### config.mk
export PLATFORM = sky130hd
export DESIGN_NAME = pwm8_capture_flat
export DESIGN_NICKNAME = d
export VERILOG_FILES = /design/src/rtl/pwm_pkg.sv /design/src/rtl/pwm8_capture_if.sv /design/src/rtl/pwm_sync_edge.sv /design/src/rtl/pwm8_capture.sv /design/src/flat_wrapper.sv
export SDC_FILE = /design/constraint.sdc
export NUM_CORES = 1
export LEC_CHECK = 0
export CAP_MARGIN = 20
export CORE_AREA = 10 10 73 75
export DETAILED_ROUTE_END_ITERATION = 10
export DIE_AREA = 0 0 83 85
export PLACE_DENSITY = 0.82
export SETUP_SLACK_MARGIN = 0.2
export SYNTH_ARGS = -nofsm -noshare
export SYNTH_HDL_FRONTEND = slang
export SYNTH_SLANG_ARGS = --single-unit
### constraint.sdc
create_clock -name clk -period 2.7 [get_ports clk]
set_input_delay 0.54 -clock clk [delete_from_list [all_inputs] [get_ports clk]]
set_output_delay 0.54 -clock clk [all_outputs]
set_load 0.05 [all_outputs]
### src/rtl/pwm_pkg.sv
// Shared definitions for the PWM capture block: default width,
// nominal period helper and the capture FSM state encoding.
package pwm_pkg;

    localparam int WIDTH_DEF = 8;

    function automatic int per_of(input int w);
        return 1 << w;
    endfunction

    localparam int PER_DEF = per_of(WIDTH_DEF);

    typedef enum logic [1:0] {
        IDLE = 2'd0,
        HIGH = 2'd1,
        LOW  = 2'd2
    } state_e;

endpackage

### src/rtl/pwm8_capture_if.sv
// Signal bundle between the PWM source side and the capture block.
// master drives the waveform and observes the results; slave is the DUT.
interface pwm8_capture_if #(
    parameter int WIDTH = pwm_pkg::WIDTH_DEF
);
    logic             PWM_sig;
    logic [WIDTH-1:0] duty;
    logic             duty_vld;
    logic             per_err;
    logic             sig_lost;

    modport master (
        output PWM_sig,
        input  duty,
        input  duty_vld,
        input  per_err,
        input  sig_lost
    );

    modport slave (
        input  PWM_sig,
        output duty,
        output duty_vld,
        output per_err,
        output sig_lost
    );
endinterface

### src/rtl/pwm_sync_edge.sv
// Two-flop synchronizer for the asynchronous PWM input plus a
// history flop, giving the clean level and its edge strobes.
module pwm_sync_edge (
    input  logic clk,
    input  logic rst,
    input  logic din,
    output logic s2,
    output logic rise,
    output logic fall
);
    logic s1_q, s1_d;
    logic s2_q, s2_d;
    logic prev_q, prev_d;

    always_comb begin
        s1_d   = din;
        s2_d   = s1_q;
        prev_d = s2_q;
    end

    always_ff @(posedge clk or posedge rst) begin
        if (rst) begin
            s1_q   <= 1'b0;
            s2_q   <= 1'b0;
            prev_q <= 1'b0;
        end else begin
            s1_q   <= s1_d;
            s2_q   <= s2_d;
            prev_q <= prev_d;
        end
    end

    assign s2   = s2_q;
    assign rise = s2_q & ~prev_q;
    assign fall = ~s2_q & prev_q;
endmodule

### src/rtl/pwm8_capture.sv
// Measures high time and period of an incoming PWM waveform and
// recovers the generator duty code, with period-error and loss flags.
module pwm8_capture
    import pwm_pkg::*;
#(
    parameter int WIDTH = WIDTH_DEF
) (
    input logic           clk,
    input logic           rst,
    pwm8_capture_if.slave bus
);
    localparam int CW = WIDTH + 1;
    localparam logic [CW-1:0] PER_C = CW'(per_of(WIDTH));
    localparam logic [CW-1:0] ONE_C = CW'(1);

    logic s2, rise, fall;

    state_e state_q, state_d;
    logic [CW-1:0] hi_q, hi_d;
    logic [CW-1:0] lo_q, lo_d;
    logic primed_q, primed_d;
    logic lost_q, lost_d;
    logic [WIDTH-1:0] duty_q, duty_d;
    logic vld_q, vld_d;
    logic err_q, err_d;

    logic [CW:0] sum;

    pwm_sync_edge u_sync (
        .clk  (clk),
        .rst  (rst),
        .din  (bus.PWM_sig),
        .s2   (s2),
        .rise (rise),
        .fall (fall)
    );

    function automatic logic [CW-1:0] sat_inc(input logic [CW-1:0] x);
        return (x == PER_C) ? x : x + ONE_C;
    endfunction

    assign sum = {1'b0, hi_q} + {1'b0, lo_q};

    always_comb begin
        state_d  = state_q;
        hi_d     = hi_q;
        lo_d     = lo_q;
        primed_d = primed_q;
        lost_d   = lost_q;
        duty_d   = duty_q;
        vld_d    = 1'b0;
        err_d    = err_q;
        unique case (state_q)
            IDLE: begin
                if (rise) begin
                    state_d = HIGH;
                    hi_d    = ONE_C;
                    lo_d    = '0;
                    lost_d  = 1'b0;
                end
            end
            HIGH: begin
                if (fall) begin
                    state_d = LOW;
                    lo_d    = ONE_C;
                end else if (s2 && hi_q == PER_C) begin
                    // Constant high: a full period elapsed with no edge.
                    if (primed_q) begin
                        vld_d  = 1'b1;
                        duty_d = '1;
                        err_d  = 1'b0;
                    end
                    hi_d = ONE_C;
                end else if (s2) begin
                    hi_d = sat_inc(hi_q);
                end
            end
            LOW: begin
                if (rise) begin
                    if (primed_q) begin
                        vld_d  = 1'b1;
                        duty_d = hi_q[WIDTH-1:0] - WIDTH'(1);
                        err_d  = (sum != {1'b0, PER_C});
                    end
                    primed_d = 1'b1;
                    state_d  = HIGH;
                    hi_d     = ONE_C;
                    lo_d     = '0;
                end else if (lo_q == PER_C) begin
                    lost_d   = 1'b1;
                    primed_d = 1'b0;
                    state_d  = IDLE;
                end else if (!s2) begin
                    lo_d = sat_inc(lo_q);
                end
            end
            default: begin
                state_d = IDLE;
            end
        endcase
    end

    always_ff @(posedge clk or posedge rst) begin
        if (rst) begin
            state_q  <= IDLE;
            hi_q     <= '0;
            lo_q     <= '0;
            primed_q <= 1'b0;
            lost_q   <= 1'b0;
            duty_q   <= '0;
            vld_q    <= 1'b0;
            err_q    <= 1'b0;
        end else begin
            state_q  <= state_d;
            hi_q     <= hi_d;
            lo_q     <= lo_d;
            primed_q <= primed_d;
            lost_q   <= lost_d;
            duty_q   <= duty_d;
            vld_q    <= vld_d;
            err_q    <= err_d;
        end
    end

    assign bus.duty     = duty_q;
    assign bus.duty_vld = vld_q;
    assign bus.per_err  = err_q;
    assign bus.sig_lost = lost_q;
endmodule

### src/flat_wrapper.sv
// flat-port wrapper written by rule: the top's interface ports become plain ports
module pwm8_capture_flat import pwm_pkg::*;
#(
    parameter int WIDTH = WIDTH_DEF
)
  (clk, rst, bus_PWM_sig, bus_duty, bus_duty_vld, bus_per_err, bus_sig_lost);
  pwm8_capture_if #(.WIDTH(WIDTH)) bus_i ();
  input logic clk;
  input logic rst;
  input wire logic [$bits(bus_i.PWM_sig)-1:0] bus_PWM_sig;
  output wire logic [$bits(bus_i.duty)-1:0] bus_duty;
  output wire logic [$bits(bus_i.duty_vld)-1:0] bus_duty_vld;
  output wire logic [$bits(bus_i.per_err)-1:0] bus_per_err;
  output wire logic [$bits(bus_i.sig_lost)-1:0] bus_sig_lost;
  assign bus_i.PWM_sig = bus_PWM_sig;
  assign bus_duty = bus_i.duty;
  assign bus_duty_vld = bus_i.duty_vld;
  assign bus_per_err = bus_i.per_err;
  assign bus_sig_lost = bus_i.sig_lost;
  pwm8_capture #(.WIDTH(WIDTH)) u_core (.clk(clk), .rst(rst), .bus(bus_i));
endmodule
==> run_results.csv <==
group,metric,value,unit
run_status,outcome,"completed",
grt,grt_pass1_wl,9.18,mm
drt,drc,0,
sta,setup-violations-final,0,
sta,maxSlewViolCount,0,
drt,num_vias,1976,
drt,wire_per_inst,16.0,um
sta,worst_pin_slew,0.544,ns
power,p_sw_share,42.9,%
setup_path,regToRegEndpoint,"u_core.bus.per_err$_DFFE_PP0P_",
drt,routed_wl,5.22,mm
clock_network,clk_latency,0.29,ns
synthesis,ys_seq_area_share,38.8,%
grt,grt_pass1_vias,1965,
setup_path,endpoint_kind,"flip-flop",
clock_network,clk_pin_slew_worst_paths,0.07,ns
grt,grt_antenna_before_repair,0,
synthesis,ys_ff_latch,35,
finish,layout-drive-gt1-share,8.70,%
grt,grt.total_usage,15.3,%
place,placedCellCount,318,
clock_network,cts_max_level,2,
sta,clock_skew,0.00919,ns
power,p_seq_share,31.6,%
setup_path,cp_max_fo,2,
finish,design_area,2600,sq um
finish,finish.utilization,66.5,%
grt,use_met2,25.5,%
setup_path,regToRegSetupSlack,0.27,ns
clock_network,cts_tree,"done",
power,p_per_area,872,nW/um^2
power,power.leakage,0.00118,uW
setup_path,critPathKind,"flip-flop to flip-flop",
drt,ant_nets,0,
sta,period_share,89.9,%
die,initial_core_util,57.6,%
setup_path,cp_slowest_cell,"fa_2",
power,clkPwrFrac,16.9,%
setup_path,required,2.86,ns
min_path,holdCritPathClass,"flip-flop to flip-flop",
finish,areaGrowthSynthToFinish,15.3,%
power,pwr-share-comb,51.5,%
die,dieArea,7060,sq um
clock_network,hold_buffers,0,
setup_path,r2r_start,"u_core.hi_q[0]$_DFFE_PP0P_",
power,p_int,1300,uW
place,placed_area,2480,sq um
synthesis,syn_area,2260,sq um
sta,hold_viol,0,
setup_path,reg2reg_depth,8,
clock_network,root_buffer,"clkbuf_8",
die,die_w,83,um
place,dp_hpwl,3.72,mm
sta,rsz0062_at_grt,"no",
finish,fin_nets,298,
drt,drt-vias-per-instance,6.06,
sta,period_minus_slack,2.43,ns
synthesis,yosys_most_used_dff,"dfrtp_1",
grt,grt.overflow.total,0,
place,gp_congestion,0.871,
setup_path,crit_path_cell_trace,"ha_2 -> fa_2 -> or3_1 -> a221oi_2 -> o211ai_1 -> a2111oi_2 -> nand4_1 -> o2bb2ai_2",
grt,grt_use_met1,18.3,%
setup_path,critPathMaxStageDelay,0.39,ns
sta,fin_tns_setup,0,ns
setup_path,start_kind,"flip-flop",
clock_network,cts_buffers,5,
finish,fin_cells,326,
finish,diodes,0,
synthesis,synth_cell_types,46,
sta,relSlewSlack,63.7,%
drt,dr.pass1.iters,5,
synthesis,avgSynthCellArea,8.88,sq um
sta,fmax,412,MHz
synthesis,synth_cells,254,
drt,drt_iter0_markers,166,
clock_network,cts_buffer_depth,2,
synthesis,synth-edff-count,0,
die,core,3910,sq um
grt,grt_max_degree,36,
min_path,min_from,"u_core.u_sync.s1_q$_DFF_PP0_",
synthesis,syn_nets,276,
synthesis,yosysWarningCount,0,
die,io_pins,14,
synthesis,synthArstFlopShare,100,%
clock_network,numClockSinks,35,
power,switching_power,973,uW
setup_path,critical_path_arrival,2.59,ns
place,numPortBuffers,13,
power,peakVddDrop,0.531,mV
min_path,holdPathStages,0,
grt,use_met3,4.02,%
min_path,hold_end,"u_core.u_sync.s2$_DFF_PP0_",
run,max-cap-violations,0,
die,die_y,85,um
grt,busiest_layer,"met2",
die,rows,23,
[area by class of cell]
class	instances	area, sq um
clock buffers	6	82.6
clock inverters	1	5.00
fillers	324	1310
inverters	12	45.0
multi-input cells	201	1340
flip-flops and latches	35	876
well taps	50	62.6
repair buffers	21	190
[critical path, delay by kind of cell (launching register included)]
family | cells | cell delay, ns
fa+ha+maj | 2 | 0.59
simple gates | 2 | 0.47
compound gates | 4 | 0.85
flops | 1 | 0.38
[what timing repair did]
item,4_1_cts,5_1_grt
resized for setup,2,5
pin swaps,1,7
endpoints found under the setup margin,1,1
endpoints found under the hold margin,0,0
buffers inserted,1,0
[state kept, by name (all words and copies together), names as in the netlist, 2 cells and up]
signal,cells
u_core.hi_q,9
u_core.lo_q,9
u_core.bus.duty,8
u_core.state_q,2
[placed cells by master, fill, tap and decap left out, drive strengths merged, types with 7 or more instances in the layout]
cell type      count
xor2               8
clkdlybuf4s50     13
o21ai             21
xnor2              7
dfrtp             35
nand2             28
nor2              28
inv               12
nand2b             8
buf                8
a2bb2oi            8
ha                18
a21oi             11
nor3               7
[power groups by stage]
stage               registers [uW]  clock network (uW)  logic, uW
floorplan                      902                   0        613
global placement               716                   0       1100
detailed placement             726                   0       1130
CTS                            713                 394       1150
global route                   729                 414       1280
finish                         717                 383       1170
[cells by family after synthesis]
| logic type | Yosys count | share of synthesized area [%] |
|---|---|---|
| and+or+nand+nor | 102 | 22.2 |
| AOI/OAI and AO/OA | 62 | 17.9 |
| adders and majority gates | 19 | 10.9 |
| xor gates and xnor gates | 15 | 5.82 |
| buffers and inverters | 18 | 2.99 |
| DFF | 35 | 38.8 |
| muxes | 3 | 1.44 |
[metal layers]
layer | up-vias | part of all wire, %
li1 | 946 | -
met1 | 920 | 43
met2 | 95 | 47
met3 | 15 | 7.5
met4 | 0 | 2.5
met5 | - | 0
[how the worst max path moves through the flow]
stage / slack, ns / depth (start not counted) / startpoint / endpoint
floorplan: 0.26 / 8 / u_core.hi_q[0]$_DFFE_PP0P_ / u_core.bus.per_err$_DFFE_PP0P_
global placement: 0.15 / 8 / u_core.lo_q[0]$_DFFE_PP0P_ / u_core.bus.per_err$_DFFE_PP0P_
detailed placement: 0.11 / 8 / u_core.lo_q[0]$_DFFE_PP0P_ / u_core.bus.per_err$_DFFE_PP0P_
CTS: 0.22 / 8 / u_core.lo_q[0]$_DFFE_PP0P_ / u_core.bus.per_err$_DFFE_PP0P_
global route: 0.19 / 8 / u_core.lo_q[0]$_DFFE_PP0P_ / u_core.bus.per_err$_DFFE_PP0P_
finish: 0.27 / 8 / u_core.hi_q[0]$_DFFE_PP0P_ / u_core.bus.per_err$_DFFE_PP0P_
[cell usage after synthesis (2+ instances only)]
| library cell | count | area (sq um) |
|---|---|---|
| a2111oi_0 | 2 | 17.5 |
| a21o_1 | 3 | 22.5 |
| a21oi_1 | 10 | 50.1 |
| a2bb2oi_1 | 8 | 70.1 |
| a31oi_1 | 2 | 12.5 |
| and3_1 | 4 | 25.0 |
| clkbuf_1 | 5 | 18.8 |
| dfrtp_1 | 35 | 876 |
| ha_1 | 18 | 225 |
| inv_1 | 12 | 45.0 |
| mux2_2 | 2 | 22.5 |
| nand2_1 | 28 | 105 |
| nand2b_1 | 8 | 50.1 |
| nand3_1 | 6 | 30.0 |
| nand4_1 | 4 | 25.0 |
| nor2_1 | 28 | 105 |
| nor2b_1 | 2 | 12.5 |
| nor3_1 | 7 | 35.0 |
| nor3b_1 | 2 | 15.0 |
| nor4_1 | 3 | 18.8 |
| o211ai_1 | 2 | 15.0 |
| o21ai_0 | 19 | 95.1 |
| o21ai_1 | 2 | 10.0 |
| o22ai_1 | 2 | 12.5 |
| o31ai_1 | 4 | 30.0 |
| or3_1 | 2 | 12.5 |
| or3b_1 | 2 | 17.5 |
| xnor2_1 | 7 | 61.3 |
| xor2_1 | 8 | 70.1 |
[per-stage QoR]
step                      hold slack [ns]  worst slack, ns  total power (uW)
after floorplan                     0.331            0.255              1510
after global placement              0.340            0.152              1810
after detailed placement            0.340            0.115              1850
after CTS                           0.357            0.225              2260
after global routing                0.369            0.187              2430
final                               0.354            0.273              2270
Note: power is estimated with default switching activity, not from simulation.
